$ cat src/rtl/instr_fetch.sv
// instr_fetch: fetches opcode and optional operand byte over req/ack and hands them to the decoder.
module instr_fetch #(
  parameter int                    ADDR_WIDTH   = 12,
  parameter logic [ADDR_WIDTH-1:0] RESET_VECTOR = '0,
  parameter int                    LONG_OP_BIT  = 7
) (
  input  logic                  clk,
  input  logic                  rst_n,
  input  logic                  fetch_en,
  output logic                  mem_req,
  output logic [ADDR_WIDTH-1:0] mem_addr,
  input  logic [7:0]            mem_data,
  input  logic                  mem_ack,
  output logic [7:0]            opcode,
  output logic [7:0]            w,
  output logic [ADDR_WIDTH-1:0] instr_pc,
  output logic [ADDR_WIDTH-1:0] next_pc,
  output logic                  instr_valid,
  input  logic                  instr_ready,
  input  logic                  redirect_valid,
  input  logic [ADDR_WIDTH-1:0] redirect_addr
);
  typedef enum logic [1:0] {FETCH_OP, FETCH_W, HOLD} state_t;
  state_t state, state_nx;
  logic [ADDR_WIDTH-1:0] pc;
  logic req_nx, valid_nx;
  logic ack, long_op;
  assign ack = mem_req & mem_ack;
  assign long_op = mem_data[LONG_OP_BIT];
  assign mem_addr = pc;
  always_comb begin
    state_nx = state;
    req_nx = mem_req;
    valid_nx = instr_valid;
    if (redirect_valid) begin
      state_nx = FETCH_OP;
      req_nx = 1'b0;
      valid_nx = 1'b0;
    end else begin
      case (state)
        FETCH_OP: begin
          req_nx = ack ? 1'b0 : (mem_req | fetch_en);
          state_nx = ack ? (long_op ? FETCH_W : HOLD) : FETCH_OP;
          valid_nx = ack & ~long_op;
        end
        FETCH_W: begin
          req_nx = ~ack;
          state_nx = ack ? HOLD : FETCH_W;
          valid_nx = ack;
        end
        default: begin
          state_nx = instr_ready ? FETCH_OP : HOLD;
          valid_nx = ~instr_ready;
        end
      endcase
    end
  end
  always_ff @(posedge clk) begin
    if (!rst_n) begin
      state <= FETCH_OP;
      pc <= RESET_VECTOR;
      mem_req <= 1'b0;
      instr_valid <= 1'b0;
      opcode <= 8'h00;
      w <= 8'h00;
      instr_pc <= RESET_VECTOR;
      next_pc <= RESET_VECTOR;
    end else begin
      state <= state_nx;
      mem_req <= req_nx;
      instr_valid <= valid_nx;
      if (redirect_valid) pc <= redirect_addr;
      else if (ack) begin
        pc <= pc + 1'b1;
        if (state == FETCH_OP) begin
          opcode <= mem_data;
          instr_pc <= pc;
          if (!long_op) begin
            w <= 8'h00;
            next_pc <= pc + 1'b1;
          end
        end else begin
          w <= mem_data;
          next_pc <= pc + 1'b1;
        end
      end
    end
  end
endmodule
$ cat config.mk
export PLATFORM = sky130hd
export DESIGN_NAME = instr_fetch
export DESIGN_NICKNAME = d
export VERILOG_FILES = /design/src/rtl/instr_fetch.sv
export SDC_FILE = /design/constraint.sdc
export NUM_CORES = 1
export LEC_CHECK = 0
export BUFFER_PORTS_ARGS = -buffer_cell sky130_fd_sc_hd__buf_2
export CAP_MARGIN = 30
export CORE_AREA = 2 2 75 77
export CTS_BUF_LIST = sky130_fd_sc_hd__clkbuf_8
export DETAILED_ROUTE_END_ITERATION = 8
export DIE_AREA = 0 0 77 79
export GPL_TIMING_DRIVEN = 0
export PLACE_DENSITY = 0.73
export SYNTH_ARGS = -nofsm -noshare
export SYNTH_HDL_FRONTEND = slang
export SYNTH_SLANG_ARGS = --single-unit
$ cat constraint.sdc
create_clock -name clk -period 1.5 [get_ports clk]
set_clock_uncertainty 0.1 [all_clocks]
set_input_delay 0.075 -clock clk [delete_from_list [all_inputs] [get_ports clk]]
set_output_delay 0.075 -clock clk [all_outputs]
set_load 0.05 [all_outputs]
==> run metrics <==
outcome=finished clean; share of cells above drive strength 1=34.8%; r2r worst-path depth=5; fin crit share=96.9%; CTS clk-pin slew, worst paths=0.10 ns; Reg-to-Reg End=mem_addr[9]; Post-Syn Instances=278; YS warnings=0; Hold Violations, Final=0; overall power=0.00317 W; Worst Path Required=1.59 ns; ys flop type=dfxtp_1; routed vias/inst=5.03; Rows=27; detailed-route via count=2298; # diodes=0; # DRC=0; Hold Path Sink=mem_req; initial antenna violation count=0; GP Congestion=0.830; DIE AREA=6080 um^2; htree depth=2; Post-synth EDFFs=0; Hold Crit Start=fetch_en; Max rail drop VDD=0.451 mV; number of buffers and inverters on the critical path=1; RSZ-0062 raised after global routing=true; Yosys top cell area share=45.6%; GRT Total Usage=21.0%; register bit count reported by yosys=55; initial core utilization=45.2%; Non-Filler Instances=457; worst reg2reg setup slack=0.05 ns; first-pass GRT wire length=10.2 mm; Min-Delay Path Class=input pin to flip-flop; Max Cap Viol=0; Congestion Overflow GR=0; slowest CP cell=dfxtp_2; synthesis-to-layout area growth=41.0%; Die Width=77 um; Worst setup SP type=flip-flop; CP Max Fanout=7; CP delay by family, top=simple AND/OR/NAND/NOR gates; Routed WL=6.43 mm; Slowest Stage Delay on Critical Path=0.33 ns; clock buffer count from CTS=5; Root Buffer=clkbuf_8; Hold Crit Depth=5; HPWL Detailed=4.41 mm; asr flop ratio synth=0%; TNS Setup=0 ns; clock buffer depth=2; drt wl/cell=14.1 um; Final setup viols=0; Cells after DPL=428; Final ANT Viol Nets=0; vias in the first global route=2163; FMAX=688 MHz; worst skew pair latency=0.31 ns; PD cells=930 nW/um^2; Yosys cell types=34; Num Clock Sinks=55; Syn Area/Cell=8.68 um^2; Port-buffer cells=78; Area contributors post-synth=dfxtp_1 46%, nand2_1 8.2%, xnor2_1 6.2%; FF-to-FF Start=mem_addr[7]; final worst setup slack=0.0463 ns; worst-margin pin slew=0.486 ns; CP endpoint kind=flip-flop; # IOs=80; Initial DRT Pass Iterations=4; sequential-to-total area share from yosys stat=45.6%; CTS tree=built; largest net degree at the start of global routing=19; synthesized area=2410 um^2; Util after Layout=63.7%; DP Worst Slack=-0.0246 ns; Pleak=1.42 nW; core area=5340 um^2; min Tclk post-route=1.45 ns; CP arrival=1.54 ns; Final Max Slew Viols=0; Max-slew headroom=67.6%; Crit Path Class=flip-flop to flip-flop; crit path cell chain=clkbuf_2, nand2_1, nor4_2, xnor2_1, a21oi_1; Post-layout nets=411; area leader, netlist=dfxtp_1; syn nets=305; Starting DRT DRC Count=112; Die Ht=79 um
==> synth_stat cells, types with 2 or more instances <==
library cell / n
a21boi_0: 18
nand2_1: 53
dfxtp_1: 55
mux2i_1: 2
buf_2: 10
clkbuf_1: 11
o211a_1: 4
and2_1: 2
nor4_2: 3
nor2_1: 13
a21oi_1: 17
nand3_2: 2
nand4_1: 3
nor3_2: 4
o21ai_1: 7
o21ai_0: 11
nor2b_1: 8
xnor2_1: 17
a21boi_1: 4
nand3_1: 3
buf_4: 2
a22oi_1: 7
nor3_1: 7
xor2_1: 4
inv_1: 2
==> sequential cells by signal, indices dropped and copies added (netlist names) <==
name	cells
instr_pc	12
mem_addr	12
next_pc	12
opcode	8
w	8
instr_valid	1
mem_req	1
state	1
==> worst max-delay path by stage <==
stage                start            to  slack [ns]  depth (start not counted)
6_report       mem_addr[7]   mem_addr[9]        0.05                          5
5_1_grt        mem_addr[2]  mem_addr[11]       -0.02                          5
4_1_cts           state[0]   instr_pc[5]       0.008                          5
3_5_place_dp      state[0]    next_pc[2]       -0.02                          5
3_3_place_gp      state[0]    next_pc[4]        0.01                          5
2_1_floorplan  mem_addr[0]  mem_addr[10]      0.0006                          5
==> cells by family (layout without fill, tap and decap cells) <==
kind of cell	count (synthesis)	in the layout	share of synthesized area, %
simple gates	103	103	21.5
compound gates	71	71	19.1
flops	55	55	45.6
buf+inv	25	132	4.72
xor+xnor	21	21	7.62
mux	2	2	0.830
fa+ha+maj	1	1	0.519
==> tightest hold or removal path, cell delays in order <==
cell    delay [ns]
buf_2         0.10
nor2_1        0.09
nor2_1        0.04
nor2_1        0.08
nor3_1        0.05
==> metrics by stage <==
step	cell area, um^2	hold slack, ns
5_1_grt	3400	0.0700
6_report	3400	0.0573
2_1_floorplan	2490	0.112
4_1_cts	3330	0.0481
3_5_place_dp	2970	0.217
3_3_place_gp	2970	0.212
==> cell usage in the layout (no fill, tap or decap), drive strengths merged <==
master | Yosys | layout
dfxtp | 55 | 55
a22oi | 7 | 7
nand2 | 54 | 54
nand4 | 4 | 4
a211oi | 1 | 1
xor2 | 4 | 4
xnor2 | 17 | 17
a211o | 1 | 1
nor3 | 11 | 11
a21boi | 22 | 22
o31ai | 1 | 1
a21oi | 17 | 17
ha | 1 | 1
o211a | 4 | 4
nor2 | 14 | 14
bufinv | 0 | 2
clkbuf | 11 | 18
nor4 | 4 | 4
buf | 12 | 87
and2 | 2 | 2
nand2b | 1 | 1
mux2i | 2 | 2
inv | 2 | 3
o21ai | 18 | 18
nor2b | 8 | 8
nand3 | 5 | 5
dlygate4sd3 | 0 | 22
==> cell type report <==
| cell class | count | area [um^2] |
|---|---|---|
| buffer | 22 | 130 |
| inverter | 2 | 7.51 |
| tap | 72 | 90.1 |
| timing repair buffer | 100 | 611 |
| clock buffer | 5 | 68.8 |
| fill | 483 | 1940 |
| multi-input combinational | 198 | 1280 |
| sequential | 55 | 1140 |
| clock inverter | 3 | 71.3 |
==> what timing repair did <==
item | in CTS | in global routing
resized for setup | 1 | 23
endpoints found under the setup margin | 5 | 44
setup buffers | 0 | 0
hold buffers | 22 | 0
endpoints found under the hold margin | 31 | 0
pin swaps | 0 | 3
==> routing by layer <==
metal	GRT usage (%)	share of wire [%]	wire (um)
met4	5.71	1.1	69
met1	25.1	45	2870
met3	4.20	4.1	262
met5	0	0	0
met2	38.4	50	3230
==> power by group <==
group / leakage (nW) / switching (W) / internal (W)
sequential: 0.454 / 0.0000344 / 0.00149
combinational: 0.900 / 0.000285 / 0.000170
clock: 0.0703 / 0.000510 / 0.000678
total: 1.42 / 0.000829 / 0.00234
Note: power is estimated with default switching activity, not from simulation.
